`src/rtl/sevenseg_scan_ctrl_if.sv`:
```
// iomem bus bundle for the seven-segment scan controller.
// The CPU side drives the request; the peripheral side acknowledges and returns read data.
interface sevenseg_scan_ctrl_if;
  logic        iomem_valid;
  logic        iomem_ready;
  logic [3:0]  iomem_wstrb;
  logic [31:0] iomem_addr;
  logic [31:0] iomem_wdata;
  logic [31:0] iomem_rdata;

  modport master (
    output iomem_valid,
    output iomem_wstrb,
    output iomem_addr,
    output iomem_wdata,
    input  iomem_ready,
    input  iomem_rdata
  );

  modport slave (
    input  iomem_valid,
    input  iomem_wstrb,
    input  iomem_addr,
    input  iomem_wdata,
    output iomem_ready,
    output iomem_rdata
  );
endinterface

```
`src/rtl/sevenseg_scan_ctrl.sv`:
```
// Memory-mapped scan controller for a 4-digit multiplexed seven-segment display.
// The CPU loads four digit bytes and an enable; hardware walks the commons one
// digit per slot, blanking the start of each slot to suppress ghosting, and
// counts completed frames.
// Optional feature: define SEVSEG_HEX_DECODE_EN to make CTRL[1] (HEXMODE)
// writable and add a nibble-to-segment decoder on the pattern path.
module sevenseg_scan_ctrl #(
  parameter logic [7:0] ADDR_BASE    = 8'h04,
  parameter int         DIGIT_CYCLES = 12000,
  parameter int         DEAD_CYCLES  = 64
) (
  input  logic                  clk,
  input  logic                  reset,
  sevenseg_scan_ctrl_if.slave   bus,
  output logic [3:0]            COMM,
  output logic [6:0]            SEG
);

  localparam int CNT_W = (DIGIT_CYCLES > 2) ? $clog2(DIGIT_CYCLES) : 1;
  localparam logic [CNT_W-1:0] DEAD_LAST = CNT_W'(DEAD_CYCLES - 1);
  localparam logic [CNT_W-1:0] SLOT_LAST = CNT_W'(DIGIT_CYCLES - 1);

  typedef enum logic [1:0] {
    IDLE  = 2'd0,
    BLANK = 2'd1,
    DRIVE = 2'd2
  } state_t;

  state_t           state;
  logic [CNT_W-1:0] cnt;
  logic [1:0]       digit;
  logic [15:0]      frame;
  logic [31:0]      data;
  logic [1:0]       ctrl;

  logic             hit;
  logic [31:0]      rd_sel;
  logic [7:0]       cur_byte;
  logic [6:0]       pattern;
  logic             unused_bits;

`ifdef SEVSEG_HEX_DECODE_EN
  function automatic logic [6:0] hex_decode(input logic [3:0] nib);
    logic [6:0] seg;
    case (nib)
      4'h0: seg = 7'h3F;
      4'h1: seg = 7'h06;
      4'h2: seg = 7'h5B;
      4'h3: seg = 7'h4F;
      4'h4: seg = 7'h66;
      4'h5: seg = 7'h6D;
      4'h6: seg = 7'h7D;
      4'h7: seg = 7'h07;
      4'h8: seg = 7'h7F;
      4'h9: seg = 7'h6F;
      4'hA: seg = 7'h77;
      4'hB: seg = 7'h7C;
      4'hC: seg = 7'h39;
      4'hD: seg = 7'h5E;
      4'hE: seg = 7'h79;
      default: seg = 7'h71;
    endcase
    return seg;
  endfunction
`endif

  // Address bits below the word offset and above the register index alias.
  assign unused_bits = ^{bus.iomem_addr[23:4], bus.iomem_addr[1:0], bus.iomem_wdata};

  // Request decode: a new, not-yet-acknowledged access to our region.
  always_comb begin
    hit = bus.iomem_valid && !bus.iomem_ready && (bus.iomem_addr[31:24] == ADDR_BASE);
  end

  // Read mux; STATUS reflects pre-edge values so a concurrent frame wrap is not visible.
  always_comb begin
    rd_sel = 32'h0;
    case (bus.iomem_addr[3:2])
      2'd0:    rd_sel = data;
      2'd1:    rd_sel = {30'h0, ctrl};
      2'd2:    rd_sel = {13'h0, (state == DRIVE), digit, frame};
      default: rd_sel = 32'h0;
    endcase
  end

  // Live segment pattern for the digit currently being scanned.
  always_comb begin
    cur_byte = data[{digit, 3'b000} +: 8];
`ifdef SEVSEG_HEX_DECODE_EN
    pattern = ctrl[1] ? hex_decode(cur_byte[3:0]) : cur_byte[6:0];
`else
    pattern = cur_byte[6:0];
`endif
  end

  // Bus slave: one-cycle ack, read data capture and byte-strobed register writes.
  always_ff @(posedge clk) begin
    if (reset) begin
      bus.iomem_ready <= 1'b0;
      bus.iomem_rdata <= 32'h0;
      data            <= 32'h0;
      ctrl            <= 2'b00;
    end else begin
      bus.iomem_ready <= hit;
      if (hit) begin
        bus.iomem_rdata <= rd_sel;
        if (bus.iomem_addr[3:2] == 2'd0) begin
          for (int i = 0; i < 4; i++) begin
            if (bus.iomem_wstrb[i]) data[i*8 +: 8] <= bus.iomem_wdata[i*8 +: 8];
          end
        end else if (bus.iomem_addr[3:2] == 2'd1 && bus.iomem_wstrb[0]) begin
`ifdef SEVSEG_HEX_DECODE_EN
          ctrl <= bus.iomem_wdata[1:0];
`else
          ctrl <= {1'b0, bus.iomem_wdata[0]};
`endif
        end
      end
    end
  end

  // Scan FSM with registered COMM/SEG derived from the pre-edge state.
  always_ff @(posedge clk) begin
    if (reset) begin
      state <= IDLE;
      cnt   <= '0;
      digit <= 2'd0;
      frame <= 16'h0;
      COMM  <= 4'b1111;
      SEG   <= 7'h00;
    end else begin
      if (state == DRIVE && cur_byte[7]) begin
        COMM <= ~(4'b0001 << digit);
        SEG  <= pattern;
      end else begin
        COMM <= 4'b1111;
        SEG  <= 7'h00;
      end

      if (!ctrl[0]) begin
        state <= IDLE;
        cnt   <= '0;
        digit <= 2'd0;
      end else begin
        case (state)
          IDLE: begin
            state <= BLANK;
            cnt   <= '0;
            digit <= 2'd0;
          end
          BLANK: begin
            if (cnt == DEAD_LAST) state <= DRIVE;
            cnt <= cnt + 1'b1;
          end
          DRIVE: begin
            if (cnt == SLOT_LAST) begin
              cnt   <= '0;
              digit <= digit + 2'd1;
              if (digit == 2'd3) frame <= frame + 16'd1;
              state <= BLANK;
            end else begin
              cnt <= cnt + 1'b1;
            end
          end
          default: begin
            state <= IDLE;
            cnt   <= '0;
            digit <= 2'd0;
          end
        endcase
      end
    end
  end

endmodule
```
`src/flat_wrapper.sv`:
```
// flat-port wrapper written by rule: the top's interface ports become plain ports
module sevenseg_scan_ctrl_flat 
#(
  parameter logic [7:0] ADDR_BASE    = 8'h04,
  parameter int         DIGIT_CYCLES = 12000,
  parameter int         DEAD_CYCLES  = 64
)
  (clk, reset, COMM, SEG, bus_iomem_valid, bus_iomem_wstrb, bus_iomem_addr, bus_iomem_wdata, bus_iomem_ready, bus_iomem_rdata);
  sevenseg_scan_ctrl_if bus_i ();
  input  logic clk;
  input  logic reset;
  output logic [3:0] COMM;
  output logic [6:0] SEG;
  input wire logic [$bits(bus_i.iomem_valid)-1:0] bus_iomem_valid;
  input wire logic [$bits(bus_i.iomem_wstrb)-1:0] bus_iomem_wstrb;
  input wire logic [$bits(bus_i.iomem_addr)-1:0] bus_iomem_addr;
  input wire logic [$bits(bus_i.iomem_wdata)-1:0] bus_iomem_wdata;
  output wire logic [$bits(bus_i.iomem_ready)-1:0] bus_iomem_ready;
  output wire logic [$bits(bus_i.iomem_rdata)-1:0] bus_iomem_rdata;
  assign bus_i.iomem_valid = bus_iomem_valid;
  assign bus_i.iomem_wstrb = bus_iomem_wstrb;
  assign bus_i.iomem_addr = bus_iomem_addr;
  assign bus_i.iomem_wdata = bus_iomem_wdata;
  assign bus_iomem_ready = bus_i.iomem_ready;
  assign bus_iomem_rdata = bus_i.iomem_rdata;
  sevenseg_scan_ctrl #(.ADDR_BASE(ADDR_BASE), .DIGIT_CYCLES(DIGIT_CYCLES), .DEAD_CYCLES(DEAD_CYCLES)) u_core (.clk(clk), .reset(reset), .bus(bus_i), .COMM(COMM), .SEG(SEG));
endmodule
```
`config.mk`:
```
export PLATFORM = sky130hd
export DESIGN_NAME = sevenseg_scan_ctrl_flat
export DESIGN_NICKNAME = d
export VERILOG_FILES = /design/src/rtl/sevenseg_scan_ctrl_if.sv /design/src/rtl/sevenseg_scan_ctrl.sv /design/src/flat_wrapper.sv
export SDC_FILE = /design/constraint.sdc
export NUM_CORES = 1
export LEC_CHECK = 0
export CAP_MARGIN = 10
export CELL_PAD_IN_SITES_DETAIL_PLACEMENT = 0
export CELL_PAD_IN_SITES_GLOBAL_PLACEMENT = 1
export CORE_ASPECT_RATIO = 0.6
export CORE_MARGIN = 2
export CORE_UTILIZATION = 38
export DETAILED_ROUTE_END_ITERATION = 7
export GPL_ROUTABILITY_DRIVEN = 0
export PLACE_DENSITY = 0.92
export SLEW_MARGIN = 20
export SYNTH_ARGS = -nofsm -noshare
export SYNTH_HDL_FRONTEND = slang
export SYNTH_SLANG_ARGS = --single-unit
export TNS_END_PERCENT = 30
```
`constraint.sdc`:
```
create_clock -name clk -period 2.2 [get_ports clk]
set_clock_uncertainty 0.05 [all_clocks]
set_input_delay 0.33 -clock clk [delete_from_list [all_inputs] [get_ports clk]]
set_output_delay 0.33 -clock clk [all_outputs]
set_load 0.02 [all_outputs]
```
[After elaboration in Yosys (flattened, before gate mapping)]
Index checks and enable logic that the tools add are counted.
Cells by class
  mux-type cells: 8
  eq/ne operators: 10
  add/sub/neg operators: 3
  reduce and logical (&&, ||, !) cells: 17
  magnitude comparators: 0
  div/mod/pow operators: 0
  bitwise gates (word level): 5
  multipliers: 0
  shifts and indexed selects: 2
Operator list (count)
  one-hot mux 32 bit (3 select lines): 1
  indexed part select 32 x 6 -> 8 bit: 1
  one-hot mux 14 bit (2 select lines): 1
  adder 16 x 1 -> 16 bit, second input constant: 1
  AND reduction 3 bit: 5
  adder 14 x 1 -> 14 bit, second input constant: 1
  == test 14 bit, second input constant: 1
  == test 14 x 6 -> 1 bit, second input constant: 1
  2-to-1 mux 14 bit: 1
  == test 8 x 3 -> 1 bit, second input constant: 1
  == test 2 bit, second input constant: 3
  2-to-1 mux 2 bit: 3
  one-hot mux 2 bit (3 select lines): 1
  == test 2 x 1 -> 1 bit, second input constant: 2
  logical AND 1 bit: 4
  logical NOT 2 bit: 2
  inverter 1 bit: 4
  inverter 4 bit: 1
  one-hot mux 2 bit (2 select lines): 1
  AND reduction 2 bit: 2
  AND reduction 4 bit: 1
  OR reduction 2 bit: 2
  left shift 1 x 2 -> 4 bit, first input constant: 1
  adder 2 x 1 -> 2 bit, second input constant: 1
  3 further kinds: 3
Storage, ports and cells
  bits in writable memories: 0
  bits of input ports: 71
  latch bits: 0
  output and inout port bits: 44
  flip-flop bits (word level): 111
  memories: 0
  ROM bits: 0

[Longest topological paths before layout]
  depth after elaboration: 4
  gate-level depth with buffers: 8
  depth with buffers taken out: 6

[Worst setup path before layout]
OpenSTA, ideal clock, no wires.
  path kind: flip-flop to flip-flop
  start point: register u_core.cnt[0]
  end point: register u_core.cnt[10]
  cell stages (with the launch flop): 8
  required time: 2022 ps
  library setup time: 128 ps
  arrival time: 1783 ps
  path slack: 240 ps
  cells stage by stage: dfxtp_1 ha_1 buf_2 and4b_1 a41oi_1 o211ai_1 clkbuf_1 nor2_1
Between the ends
  cells in the longest elaborated chain, start to end: 3
  elaborated cells between the ends (all ways): 4
Ends and longest elaborated chain
  start: declaration: line sevenseg_scan_ctrl.sv:30  | logic [CNT_W-1:0] cnt;
  start signal: assignment: line sevenseg_scan_ctrl.sv:153  | cnt <= cnt + 1'b1;
  start signal: assignment: line sevenseg_scan_ctrl.sv:162  | cnt <= cnt + 1'b1;
  adder 14 x 1 -> 14 bit or == test 14 bit (tied branches): line sevenseg_scan_ctrl.sv:153, sevenseg_scan_ctrl.sv:162, sevenseg_scan_ctrl.sv:156
  2-to-1 mux 14 bit: line sevenseg_scan_ctrl.sv:156  | if (cnt == SLOT_LAST) begin
  one-hot mux 14 bit (2 select lines) *: line sevenseg_scan_ctrl.sv:145  | case (state)
Every way passes the cells marked *; elsewhere a longest branch is shown, timed or not.
A chain may end at the register's enable or synchronous reset.

[Final worst setup path]
  start point: register u_core.cnt[0]
  end point: register u_core.frame[10]
Between the ends
  cells in the longest elaborated chain, start to end: 2
Ends and longest elaborated chain
  == test 14 bit: line sevenseg_scan_ctrl.sv:156
  AND reduction 4 bit (no line)
  end signal: assignment: line sevenseg_scan_ctrl.sv:159  | if (digit == 2'd3) frame <= frame + 16'd1;
  end: declaration: line sevenseg_scan_ctrl.sv:32  | logic [15:0] frame;
Every way passes these cells.

==> qor.csv <==
stage,metric,value,unit
worst_setup_path,Worst EP required,2440,ps
sta,Slew @ Worst Pin,1020,ps
synthesis,"Net Count, Synth",608,
clock_network,cts repair resizes,0,
place,Inst Count DP,783,
synthesis,Post-Syn Instances,527,
layout,fill count,1150,
power_and_ir_drop,Comb pwr share,4.9,%
sta,"Period Utilization, post-route",94.9,%
min_path,HP Class,input port to flip-flop,
layout,# diodes,0,
sta,final setup margin,112,ps
drt,# DRC,0,
global_routing,initial antenna violation count,0,
power_and_ir_drop,P_int,2.92,mW
worst_setup_path,type of the worst setup path,flip-flop to flip-flop,
power_and_ir_drop,peak supply drop,0.362,mV
outcome,status,completed,
sta,Final TNS setup,0,ps
place,I/O Buffers,92,
power_and_ir_drop,Power Dens Cells,591,nW/µm²
layout,fin area,6460,µm²
clock_network,Post-CTS Repair Setup Buffers,0,
clock_network,root buffer cell,clkbuf_16,
synthesis,post-synthesis mux area share,14.5,%
floorplanning,io pins,115,
synthesis,post-synthesis adder-cell area fraction,2.55,%
floorplanning,initial core utilization,38.6,%
synthesis,post-synthesis sequential area ratio,45.3,%
sta,"Slew Viols, Final",0,
sta,Slew HR,31.6,%
drt,Post-Route WL,13.4,mm
sta,fmax,0.479,GHz
global_routing,first-pass GRT wire length,21.8,mm
clock_network,"Clk Latency, worst-skew pair",360,ps
floorplanning,Rows,32,
synthesis,number of synthesized flops with an enable pin,0,
power_and_ir_drop,switching part of the total,23.6,%
place,Final HPWL DP,9.94,mm
layout,final net count,705,
clock_network,TritonCTS clock tree,done,
layout,proportion of layout cells with a drive suffix above 1,10.0,%
clock_network,clock-pin slew on the worst setup and hold paths,70,ps
synthesis,compound-gate portion of the synthesized area,8.49,%
synthesis,Post-synth top flop,dfxtp_1,
layout,Area growth syn-to-layout,31.6,%
clock_network,Post-CTS Hold Buffers,0,
synthesis,Synth async-reset ratio,0,%
drt,vias,4370,
layout,final std cells w/o fill,799,
sta,RSZ-0062 raised after global routing,false,
sta,final hold viol count,0,
drt,First DRT Iteration DRCs,365,
floorplanning,core area,12700,µm²
synthesis,main combinational cell family by area after synthesis,simple AND/OR/NAND/NOR gates,
synthesis,simple logic cell fraction of the synthesized area,23.8,%
floorplanning,Die Height,92.0,µm
synthesis,Synth Area per Inst,9.31,µm²
power_and_ir_drop,Sequential Power Share,52.5,%
drt,WL/cell,16.8,µm
clock_network,largest buffer count on any clock path,2,
synthesis,Synth Area in XOR/XNOR,2.14,%
power_and_ir_drop,Net Switching,902,µW
clock_network,CTS buffer count,9,
global_routing,total track usage,20.1,%
drt,1st-pass router iterations,5,
worst_setup_path,Worst EP arrival,2330,ps
synthesis,Seq cells post-synth,111,
global_routing,vias in the first global route,4302,
floorplanning,Die ar.,13900,µm²
global_routing,largest net degree at the start of global routing,48,
sta,final setup vio count,0,
synthesis,Netlist Area Pre-Place,4910,µm²
run,max cap viols,0,
floorplanning,Die Wd,151,µm
drt,Vias/cell,5.47,
synthesis,Yosys cell types,43,
power_and_ir_drop,Pleak,2.38,nW
worst_setup_path,critical path capture point type,flip-flop,
worst_setup_path,Worst Path Max Fanout,30,
drt,Routed Antenna Nets,0,
layout,post-layout util,50.7,%
global_routing,GR Overflow Total,0,
place,Area after DPL,6160,µm²
synthesis,Ys Warns,0,
power_and_ir_drop,clock power share,42.6,%
place,Place WS,-107,ps
clock_network,H-tree lvl count,3,
sta,crit path time final,2090,ps
clock_network,CTS Sinks,111,
worst_setup_path,CP Launch Type,flip-flop,
[sequential cells by signal (all words and copies together) (netlist names)]
signal and flops:
u_core.COMM 4, u_core.SEG 7, u_core.bus.iomem_rdata 32, u_core.bus.iomem_ready 1, u_core.cnt 14, u_core.ctrl 1, u_core.data 32, u_core.digit 2
u_core.frame 16, u_core.state 2
[cell usage in the layout (no fill, tap or decap), types with 3 or more instances in the layout]
| cell type | instances |
|---|---|
| a21oi_1 | 49 |
| and2_1 | 9 |
| and3_1 | 6 |
| and4_1 | 3 |
| buf_12 | 3 |
| buf_4 | 26 |
| clkbuf_16 | 9 |
| clkdlybuf4s50_1 | 91 |
| dfxtp_1 | 111 |
| ha_1 | 10 |
| inv_1 | 7 |
| inv_8 | 3 |
| mux2i_1 | 54 |
| mux4_2 | 7 |
| nand2_1 | 42 |
| nand3_1 | 26 |
| nand4_1 | 16 |
| nor2_1 | 54 |
| nor2b_1 | 3 |
| nor3b_1 | 4 |
| nor4_1 | 5 |
| o21ai_0 | 6 |
| o31ai_1 | 12 |
| or3_1 | 21 |
| or4_1 | 13 |
| xnor2_1 | 4 |
| xor2_1 | 8 |
[worst max-delay path, stage by stage (launching register included)]
cell,delay (ps)
dfxtp_1,440
ha_1,210
and4b_1,250
nand4_1,110
buf_4,240
or4_1,540
a21oi_1,180
[cell families after synthesis]
kind of cell | Yosys count
xor gates and xnor gates | 12
and+or+nand+nor | 217
buffers and inverters | 42
adders and majority gates | 10
AOI/OAI and AO/OA | 73
DFF | 111
muxes | 62
[path summary, 6_finish.rpt]
path | start | endpoint | slack (ps) | cells after the start
setup / recovery | u_core.cnt[0] | u_core.frame[10] | 110 | 6
hold reg to reg | u_core.bus.iomem_rdata[1] | u_core.bus.iomem_rdata[1] | 400 | 2
hold / removal | reset | u_core.data[15] | 310 | 2
setup reg to reg | u_core.cnt[0] | u_core.frame[10] | 110 | 6
[synthesized netlist by cell type (4+ instances only)]
library cell,instances,share of area (%)
xor2_1,8,1.4
nor2_1,54,4.1
dfxtp_1,111,45
mux4_2,7,3.2
o31ai_1,12,1.8
or4_1,13,2.0
and2_1,9,1.1
or3_1,21,2.7
nand4_1,16,2.0
clkbuf_1,28,2.1
inv_1,7,0.54
nand2_1,42,3.2
xnor2_1,4,0.71
o21ai_0,6,0.61
nand3_1,26,2.7
a21oi_1,49,5.0
nor4_1,5,0.64
ha_1,10,2.5
nor3b_1,4,0.61
and3_1,6,0.76
mux2i_1,54,11
buf_1,4,0.31
[per-stage QoR]
step / hold slack (ps) / power, mW
global placement: 394 / 2.24
global route: 346 / 3.95
CTS: 307 / 3.84
finish: 314 / 3.82
floorplan: 402 / 2.11
detailed placement: 396 / 2.24
[cell type report]
type | count | area (µm²) | share of cell area [%]
Clock buffer | 9 | 225 | 3.49
Inverter | 7 | 26.3 | 0.407
Timing Repair Buffer | 121 | 1170 | 18.1
Multi-Input combinational cell | 374 | 2530 | 39.2
Tap cell | 170 | 213 | 3.29
Clock inverter | 7 | 72.6 | 1.12
Sequential cell | 111 | 2220 | 34.4
[power by group through the flow]
stage / sequential, mW / combinational [mW] / clock, mW
2_1_floorplan: 2.05 / 0.0597 / 0
3_3_place_gp: 2.05 / 0.182 / 0
3_5_place_dp: 2.05 / 0.186 / 0
4_1_cts: 2.01 / 0.186 / 1.65
5_1_grt: 2.01 / 0.199 / 1.74
6_report: 2.01 / 0.187 / 1.63
[routing by layer]
layer	GRT usage [%]	vias to the layer above	wire length, µm	part of all wire [%]
met4	4.13	0	87	0.65
li1	-	2097	-	-
met1	28.4	2117	6400	48
met2	31.3	149	6070	45
met5	0	-	0	0
met3	4.83	7	875	6.5
(Power assumes the default switching activity.)
